File: src/rtl/mem_arbiter_pkg.sv
// Shared handshake, arbiter-state and grant types for the two-master memory arbiter.
package mem_arbiter_pkg;

  typedef enum logic [1:0] {
    RAM_IDLE = 2'd0,
    RAM_WAIT = 2'd1,
    RAM_DONE = 2'd2
  } ram_state_t;

  typedef enum logic [1:0] {
    ARB_IDLE  = 2'd0,
    ARB_GNT_I = 2'd1,
    ARB_GNT_D = 2'd2
  } arb_state_t;

  typedef enum logic {
    GNT_I = 1'b0,
    GNT_D = 1'b1
  } grant_t;

  // On contention: round-robin hands the port to whoever was not served last,
  // otherwise data access always wins.
  function automatic arb_state_t contended_owner(input logic round_robin, input grant_t last);
    if (round_robin && (last == GNT_D)) return ARB_GNT_I;
    return ARB_GNT_D;
  endfunction

endpackage

File: src/rtl/mem_arbiter.sv
// Serialises instruction-fetch and data requests onto one ram-style memory port,
// holding the grant until the slave reports DONE and idling one cycle between accesses.
module mem_arbiter
  import mem_arbiter_pkg::*;
#(
  parameter bit ROUND_ROBIN = 1'b1,
  parameter int ADDR_W      = 32
) (
  input  logic              clk,
  input  logic              nrst,
  input  logic              i_ren,
  input  logic [ADDR_W-1:0] i_addr,
  output logic [31:0]       i_load,
  output ram_state_t        i_state,
  input  logic              d_ren,
  input  logic [3:0]        d_wen,
  input  logic [ADDR_W-1:0] d_addr,
  input  logic [31:0]       d_store,
  output logic [31:0]       d_load,
  output ram_state_t        d_state,
  output logic              m_ren,
  output logic [3:0]        m_wen,
  output logic [ADDR_W-1:0] m_addr,
  output logic [31:0]       m_store,
  input  logic [31:0]       m_load,
  input  ram_state_t        m_state
);

  arb_state_t state, state_next;
  grant_t     last_grant;
  logic       i_req, d_req, m_done;

  assign i_req  = i_ren;
  assign d_req  = d_ren | (|d_wen);
  assign m_done = (m_state == RAM_DONE);

  always_ff @(posedge clk) begin
    if (!nrst) begin
      state      <= ARB_IDLE;
      last_grant <= GNT_I;
    end else begin
      state <= state_next;
      if (m_done && (state == ARB_GNT_I)) last_grant <= GNT_I;
      if (m_done && (state == ARB_GNT_D)) last_grant <= GNT_D;
    end
  end

  // Outputs are held at reset values while nrst is low, even with requests pending.
  always_comb begin
    state_next = state;
    m_ren      = 1'b0;
    m_wen      = 4'b0000;
    m_addr     = '0;
    m_store    = 32'h0;
    i_load     = 32'h0;
    d_load     = 32'h0;
    i_state    = RAM_IDLE;
    d_state    = RAM_IDLE;
    if (nrst) begin
      case (state)
        ARB_IDLE: begin
          i_state = i_req ? RAM_WAIT : RAM_IDLE;
          d_state = d_req ? RAM_WAIT : RAM_IDLE;
          if (i_req && d_req) state_next = contended_owner(ROUND_ROBIN, last_grant);
          else if (i_req)     state_next = ARB_GNT_I;
          else if (d_req)     state_next = ARB_GNT_D;
        end
        ARB_GNT_I: begin
          m_ren   = i_ren;
          m_addr  = i_addr;
          i_state = m_done ? RAM_DONE : RAM_WAIT;
          i_load  = m_done ? m_load : 32'h0;
          d_state = d_req ? RAM_WAIT : RAM_IDLE;
          if (m_done) state_next = ARB_IDLE;
        end
        ARB_GNT_D: begin
          m_ren   = d_ren;
          m_wen   = d_wen;
          m_addr  = d_addr;
          m_store = d_store;
          d_state = m_done ? RAM_DONE : RAM_WAIT;
          d_load  = m_done ? m_load : 32'h0;
          i_state = i_req ? RAM_WAIT : RAM_IDLE;
          if (m_done) state_next = ARB_IDLE;
        end
        default: state_next = ARB_IDLE;
      endcase
    end
  end

endmodule

File: config.mk
export PLATFORM = sky130hd
export DESIGN_NAME = mem_arbiter
export DESIGN_NICKNAME = d
export VERILOG_FILES = /design/src/rtl/mem_arbiter_pkg.sv /design/src/rtl/mem_arbiter.sv
export SDC_FILE = /design/constraint.sdc
export NUM_CORES = 1
export LEC_CHECK = 0
export BUFFER_PORTS_ARGS = -buffer_cell sky130_fd_sc_hd__buf_2
export CAP_MARGIN = 5
export CORE_AREA = 2 2 108 110
export CTS_BUF_LIST = sky130_fd_sc_hd__clkbuf_4 sky130_fd_sc_hd__clkbuf_8
export DETAILED_ROUTE_END_ITERATION = 8
export DIE_AREA = 0 0 110 112
export HOLD_SLACK_MARGIN = 0.08
export PLACE_DENSITY = 0.46
export SYNTH_ARGS = -nofsm -noshare
export SYNTH_HDL_FRONTEND = slang
export SYNTH_SLANG_ARGS = --single-unit
File: constraint.sdc
create_clock -name clk -period 1.5 [get_ports clk]
set_input_delay 0.3 -clock clk [delete_from_list [all_inputs] [get_ports clk]]
set_output_delay 0.3 -clock clk [all_outputs]
set_load 0.02 [all_outputs]
# After elaboration in Yosys (flattened, before gate mapping)

Index checks and enable logic that the tools add are counted.

Eq/ne operators: 5
Muxes and demuxes: 33
Reduce and logical (&&, ||, !) cells: 10
Bitwise operators: 1

Operators by type and width:

| operator             | number |
|---|---|
| $mux W32             | 8 |
| $pmux W32 S2         | 1 |
| $mux W2              | 9 |
| $pmux W2 S2          | 3 |
| $mux W1              | 9 |
| $mux W4              | 2 |
| $reduce_or A2 Y1     | 3 |
| $eq A2 B2 Y1 const B | 2 |
| $ne A4 B4 Y1 const B | 1 |
| $reduce_or A4 Y1     | 1 |
| $logic_and A1 B1 Y1  | 3 |
| $eq A2 B1 Y1 const B | 1 |
| $logic_not A2 Y1     | 1 |
| $ne A2 B1 Y1 const B | 1 |
| $pmux W1 S2          | 1 |
| $reduce_and A2 Y1    | 1 |
| $reduce_bool A2 Y1   | 1 |
| $or A1 B1 Y1         | 1 |

Bits of input ports: 138
Logic and storage cells: 51
Bits in registers: 3
Output and inout port bits: 137

# Longest topological paths before layout

Gate-level depths: netlist of run 1.

Depth in word-level cells: 9
Mapped depth: 6

# Least setup slack after synthesis of run 1

OpenSTA, ideal clock, no wires.

Path kind: reg-to-output
Start: register state[1]
End: output port i_load[22]
Required time: 1200 ps
Path slack: -289 ps
Arrival time: 1489 ps
Cell stages (with the launch flop): 7
Cell sequence: dfxtp_1 inv_1 ha_1 clkbuf_1 and3_1 buf_2 and2_1

Cells in the longest elaborated chain, start to end: 3

Ends and longest elaborated chain:

| element                  | RTL line          | source |
|---|---|---|
| start: declaration       | mem_arbiter.sv:29 | `arb_state_t state, state_next;` |
| start signal: assignment | mem_arbiter.sv:42 | `state <= state_next;` |
| $eq A2 B1 Y1             | mem_arbiter.sv:60 | `case (state)` |
| $mux W32                 | mem_arbiter.sv:60 |  |
| $mux W32                 | mem_arbiter.sv:59 | `if (nrst) begin` |
| end: declaration         | mem_arbiter.sv:13 | `output logic [31:0] i_load,` |

Every way passes these cells.

# Worst setup path in the final report of run 1

Start: register state[0]
End: output port d_state[0]

Cells in the longest elaborated chain, start to end: 4
Elaborated cells on any way between the ends: 6
Those cells by class: 2 x eq/ne; 2 x mux; 2 x reduce/logical

Ends and longest elaborated chain:

| element                                          | RTL line          | source |
|---|---|---|
| $eq A2 B1 Y1 or $logic_not A2 Y1 (tied branches) | mem_arbiter.sv:60 |  |
| $reduce_or A2 Y1 (no line)                       | n/a               |  |
| $pmux W2 S2 *                                    | mem_arbiter.sv:60 |  |
| $mux W2 *                                        | mem_arbiter.sv:59 |  |
| end: declaration                                 | mem_arbiter.sv:20 | `output ram_state_t d_state,` |

Mark *: on every way between the ends. The rest lies on a longest branch, timed or not.

==> results of run 1 <==
kinds of logic (layout without fill, tap and decap cells):
kind of cell	count (synthesis)	in the layout	synth area share [%]
and+or+nand+nor	148	148	60.5
AOI/OAI and AO/OA	44	44	23.8
buffers and inverters	28	316	7.76
adders and majority gates	4	4	3.61
DFF	3	3	4.33
critical path: stages, from the launching register on:
cell     delay [ns]
dfxtp_4        0.34
buf_4          0.14
ha_4           0.17
buf_4          0.19
o22ai_4        0.20
a21oi_4        0.07
buf_4          0.15
power groups by stage:
stage,Sequential (uW),Combinational [uW],Clock [uW]
final,112,2290,261
after global routing,114,2430,266
after CTS,111,2010,261
after detailed placement,103,1460,0
after global placement,102,1450,0
after floorplan,102,908,0
what timing repair did:
item	CTS	global route
gates resized for setup	301	58
pin swaps	47	7
setup buffers	4	0
endpoints found under the setup margin	137	137
cloned	4	5
metrics by stage:
| stage | utilization (%) | std cells | worst slack (ns) |
|---|---|---|---|
| after detailed placement | 31.4 | 641 | -0.231 |
| after global placement | 31.4 | 641 | -0.218 |
| after floorplan | - | 227 | -0.0216 |
| after CTS | 42.6 | 653 | -0.311 |
| final | 45.5 | 658 | -0.296 |
| after global routing | 45.5 | 658 | -0.340 |
cell usage in the layout (no fill, tap or decap), types with 2 or more instances in the layout:
master,synthesis,layout
buf_4,0,18
clkbuf_8,0,3
clkbuf_16,0,4
buf_12,0,10
and3_4,0,26
and3_1,37,12
ha_4,0,3
a32o_1,2,2
dfxtp_4,0,2
and2_4,0,61
nand2_1,5,5
buf_6,0,134
and2_1,64,3
buf_16,0,5
buf_2,2,137
inv_4,0,2
nor2_4,0,31
a22oi_2,0,33
final timing paths:
kind / startpoint / to
setup / recovery: state[0]$_SDFFE_PN0P_ / d_state[0]
hold / removal: i_ren / state[0]$_SDFFE_PN0P_
hold reg to reg: last_grant$_SDFFE_PN0P_ / last_grant$_SDFFE_PN0P_
setup reg to reg: state[1]$_SDFFE_PN0P_ / state[1]$_SDFFE_PN0P_
sequential cells by signal, indices dropped and copies added (netlist names):
| signal | flops |
|---|---|
| state | 2 |
| last_grant | 1 |
cell type report:
| type | instances | share of cell area (%) |
|---|---|---|
| Clock buffer | 4 | 0.960 |
| Inverter | 3 | 0.320 |
| Multi-Input combinational cell | 196 | 39.1 |
| Sequential cell | 3 | 1.33 |
| Tap cell | 143 | 3.52 |
| Timing Repair Buffer | 309 | 54.8 |
layer usage:
layer  part of all wire, %  track usage, %  wire length, um
met1                    35            14.8             3380
met2                    57            29.0             5590
met3                   7.0            1.70              682
met4                   1.3            3.21              124
met5                     0               0                0
==> metrics.csv, run 1 <==
metric,value,unit
cts-root-buf,clkbuf_8,
final_cell_area,0.00508,mm^2
reg2reg_slack,0.16,ns
fill_cells,1069,
clkPwrFrac,9.8,%
grt.overflow.total,0,
gp_congestion,0.758,
grt_pass1_vias,2896,
worstMarginPinSlew,0.320,ns
ant_nets,0,
min_period,1.80,ns
crit_type,reg2out,
die_area,0.0123,mm^2
wl_per_cell,14.9,um
routed_wl,9.78,mm
status,"finished, violations left",
hold_viol,0,
async_flop_share,0,%
power_frac_seq,4.2,%
grt_max_degree,37,
ys_warn_count,0,
cts_hold_buf,0,
required,1.20,ns
port-buffer-count,274,
synth_top_area_share,28.9,%
ys_top_cells_by_count,"and2_1 (64), and3_1 (37), a22oi_1 (33), nor2_1 (33), clkbuf_1 (22)",
switchingPower,1160,uW
setup_violations,137,
multi_input_area,0.00199,mm^2
p_comb_share,86.0,%
fin_ws,-0.296,ns
insertion_delay,0.22,ns
routed_via_density,4.30,
grt_usage,14.2,%
maxSlewViolCount,0,
synth_edf_count,0,
cp_data_arrival_time,1.50,ns
netlist_area,0.00139,mm^2
rsz0062_at_grt,yes,
seq_area_frac_synth,4.33,%
synthFlopType,dfxtp_1,
antenna_found_initial,0,
violations,negative setup slack,
numCtsBuffers,3,
cts_tree,done,
skew,0.00243,ns
ys_ff_latch,3,
p_total,2670,uW
fmax,557,MHz
antennaDiodeCount,0,
h-tree-depth,1,
hold_class,in2reg,
row_count,39,
ys_types,26,
firstDrtPassIters,5,
crit_path_end_kind,output port,
holdPathStages,2,
power_density,525,mW/mm^2
startpoint_type,register,
synthTopCellsByArea,"and2_1 (29%), a22oi_1 (18%), and3_1 (17%), nor2_1 (8.9%), clkbuf_1 (6.0%)",
synth.avg_cell_area,6.11,um^2
die_x,110,um
ir_worst_vdd,360,uV
drc_errors,0,
path_max_fanout,11,
whs,0.406,ns
p_leak,0.00234,uW
synth.net_count,369,
nets,658,
ff_latch_area,67.6,um^2
yosysMostFrequentCell,and2_1,
clkSinkCount,3,
sw_frac_of_total,43.4,%
detailroute.via_count,2827,
chipHeight,112,um
dpl_cell_area,0.00350,mm^2
area_growth,267,%
post-synth-top-area-cell,and2_1,
grt_pass1_wl,14.0,mm
clkTransAtPathRegs,0.03,ns
cts_buffer_depth,2,
dp_hpwl,6.71,mm
p_int,1510,uW
drive_gt1_share,93.2,%
ios,275,
netlist_instances,227,
core_area,0.0112,mm^2
drtIter0Drc,63,
slew_headroom,78.7,%
tns,-33.84,ns
cap_violations,0,
start_util,12.4,%
timing.final.crit_share,120,%
reg2regPathDepth,6,
(Power assumes the default switching activity.)
==> run 2: changes to the inputs <==
Settings changed: ABC_AREA set to 1, CORE_AREA 2 2 108 110 to 2 2 106 108, DIE_AREA 0 0 110 112 to 0 0 108 110, PLACE_DENSITY 0.46 to 0.48.
Clock period 1.5 ns to 1.65 ns, I/O delays scaled along.
==> run 2 against run 1 <==
  * Critical endpoint is now i_load[6]
  * Count of clock-buffer cells in the layout stayed put
  * Area after synthesis is 6.9% higher
  * Non-clock buffer count stayed put
  * Core utilization is 0.067 points lower
  * Die area is 3.6% lower
  * Critical path depth is 2 higher
  * Clock skew hardly changed
  * Worst setup slack better by 0.093 ns
  * Wire length is 3.8% higher
  * Sequential power is 23% lower
  * The run still ends with negative setup slack left
==> metrics.csv, run 2 <==
metric,value,unit,change
worstMarginPinSlew,0.266,ns,was 0.320 ns
routed_wl,10.2,mm,was 9.78 mm
status,"finished, violations left",,unchanged
ys_ff_latch,3,,unchanged
whs,0.512,ns,was 0.406 ns
die_area,0.0119,mm^2,was 0.0123 mm^2
grt_max_degree,24,,was 37
chipHeight,110,um,was 112 um
numCtsBuffers,3,,unchanged
core_area,0.0107,mm^2,was 0.0112 mm^2
die_x,108,um,was 110 um
slew_headroom,82.2,%,was 78.7%
cts_tree,done,,unchanged
grt_pass1_vias,2928,,was 2896
clkTransAtPathRegs,0.03,ns,about the same
utilization,45.4,%,was 45.5%
routed_via_density,4.04,,was 4.30
netlist_instances,334,,was 227
h-tree-depth,1,,unchanged
cp_data_arrival_time,1.52,ns,was 1.50 ns
netlist_area,0.00148,mm^2,was 0.00139 mm^2
busiest_layer,met2,,unchanged
crit_type,reg2out,,unchanged
finalNonFillerCells,768,,was 658
clkSinkCount,3,,unchanged
fmax,540,MHz,
dp.cells,747,,was 641
insertion_delay,0.21,ns,was 0.22 ns
maxSlewViolCount,0,,unchanged
grt_usage,15.1,%,was 14.2%
cap_violations,0,,unchanged
seq_area_frac_synth,4.05,%,was 4.33%
drc_errors,0,,unchanged
layout_common_cells,"buf_2 (138), buf_6 (83), inv_1 (74)",,"was buf_2 (137), buf_6 (134), and2_4 (61)"
start_util,13.9,%,was 12.4%
ir_worst_vdd,219,uV,was 360 uV
fin_ws,-0.203,ns,was -0.296 ns
violations,negative setup slack,,unchanged
antenna_found_initial,1,,was 0
ys_types,22,,was 26
met2_usage,30.4,%,was 29.0%
skew,0.00246,ns,was 0.00243 ns
regMostFlops,state,,unchanged
synth.avg_cell_area,4.44,um^2,was 6.11 um^2
drive_gt1_share,68.3,%,was 93.2%
largest_reg_flops,2,,unchanged
reg2regPathDepth,8,,was 6
setup_violations,136,,was 137
ys_warn_count,0,,unchanged
port-buffer-count,274,,unchanged
gp_congestion,0.807,,was 0.758
fill_cells,1051,,was 1069
crit_path_end_kind,output port,,unchanged
wl_per_cell,13.2,um,was 14.9 um
area_growth,228,%,was 267%
min_period,1.85,ns,
nets,770,,was 658
synth_edf_count,0,,unchanged
hold_viol,0,,unchanged
yosysMostFrequentCell,nor2_1,,was and2_1
cts-root-buf,clkbuf_8,,unchanged
path_max_fanout,8,,was 11
p_leak,0.00250,uW,was 0.00234 uW
ys_top_cells_by_count,"nor2_1 (106), inv_1 (77), nand2_1 (74), a21oi_1 (35), clkbuf_1 (7)",,"was and2_1 (64), and3_1 (37), a22oi_1 (33), nor2_1 (33), clkbuf_1 (22)"
grt.met1_usage,16.0,%,was 14.8%
post-synth-top-area-cell,nor2_1,,was and2_1
drtIter0Drc,88,,was 63
dp_hpwl,6.89,mm,was 6.71 mm
rsz0062_at_grt,yes,,unchanged
detailroute.via_count,3099,,was 2827
synthTopCellsByArea,"nor2_1 (27%), inv_1 (19%), nand2_1 (19%), a21oi_1 (12%), buf_6 (4.6%)",,"was and2_1 (29%), a22oi_1 (18%), and3_1 (17%), nor2_1 (8.9%), clkbuf_1 (6.0%)"
hold_class,reg2reg,,was in2reg
final_common_cell,buf_2,,unchanged
synth.net_count,476,,was 369
firstDrtPassIters,4,,was 5
grt_pass1_wl,14.4,mm,was 14.0 mm
ios,275,,unchanged
holdPathStages,2,,unchanged
cts_buffer_depth,2,,unchanged
async_flop_share,0,%,unchanged
grt.overflow.total,0,,unchanged
required,1.32,ns,was 1.20 ns
ant_nets,0,,unchanged
synth_top_area_share,26.8,%,was 28.9%
row_count,38,,was 39
top_regs,"state (2), last_grant (1)",,unchanged
cts_hold_buf,0,,unchanged
power_density,313,mW/mm^2,was 525 mW/mm^2
synthFlopType,dfxtp_1,,unchanged
grt_util_met3,3.17,%,was 1.70%
startpoint_type,register,,unchanged
timing.final.crit_share,112,%,
run 2: changes by cell type after synthesis, moves of 6 or more:
cell      delta
and3_1      -37
nor2_1      +73
a21oi_1     +32
clkbuf_1    -15
buf_6        +6
nand2_1     +69
a22oi_1     -33
inv_1       +74
and2_1      -64
run 2: cell families (layout without fill, tap and decap cells):
family	after synthesis	count (layout)	synth area share [%]
buffers and inverters	99	392	28.9
flip-flops	3	3	4.05
AND/OR/NAND/NOR	187	187	49.0
other	0	1	0
AO/OA/AOI/OAI	41	41	14.6
adder cells (fa/ha/maj)	4	4	3.38
run 2: metrics by stage:
stage	cell area (um^2)	power, uW	setup WS, ns	TNS [ns]
2_1_floorplan	1730	571	-0.0508	-3.00
3_3_place_gp	3360	945	-0.0890	-0.501
3_5_place_dp	3360	954	-0.129	-1.52
4_1_cts	4600	1460	-0.186	-17.09
5_1_grt	4860	1630	-0.287	-29.26
6_report	4860	1520	-0.203	-19.55
run 2: path summary, 6_finish.rpt:
path / from / to / slack, ns
max: state[0]$_SDFFE_PN0P_ / i_load[6] / -0.20
min: last_grant$_SDFFE_PN0P_ / last_grant$_SDFFE_PN0P_ / 0.51
max reg2reg: state[0]$_SDFFE_PN0P_ / last_grant$_SDFFE_PN0P_ / 0.35
min reg2reg: last_grant$_SDFFE_PN0P_ / last_grant$_SDFFE_PN0P_ / 0.51
run 2: power by group:
group          switching [uW]  total (uW)  leakage (uW)  internal (uW)
logic                     648        1210       0.00245            560
registers                5.22        86.8     0.0000253           81.5
clock network            44.2         225     0.0000262            181
total                     698        1520       0.00250            822
run 2: what timing repair did:
item,4_1_cts,5_1_grt
setup buffers,6,0
resized for setup,312,47
pin swaps,7,1
gates cloned,7,3
endpoints found under the setup margin,137,137
run 2: critical path, cell delays in order (launching register included):
cell,delay (ns)
dfxtp_2,0.34
buf_6,0.11
ha_4,0.14
inv_2,0.04
nor2_4,0.14
nand2_8,0.12
buf_16,0.20
nor2_4,0.09
buf_6,0.13
run 2: area by class of cell:
type | instances | area [um^2] | area share (%)
clock buffers | 4 | 48.8 | 1.00
flip-flops and latches | 3 | 62.6 | 1.29
inverters | 79 | 307 | 6.31
multi-input cells | 232 | 1660 | 34.2
diodes | 1 | 2.50 | 0.0515
repair buffers | 309 | 2600 | 53.5
well taps | 140 | 175 | 3.61
run 2: metal layers:
layer / part of all wire (%) / up-vias
li1: - / 1550
met1: 36 / 1379
met2: 54 / 164
met3: 9.1 / 6
met4: 1.1 / 0
met5: 0 / -
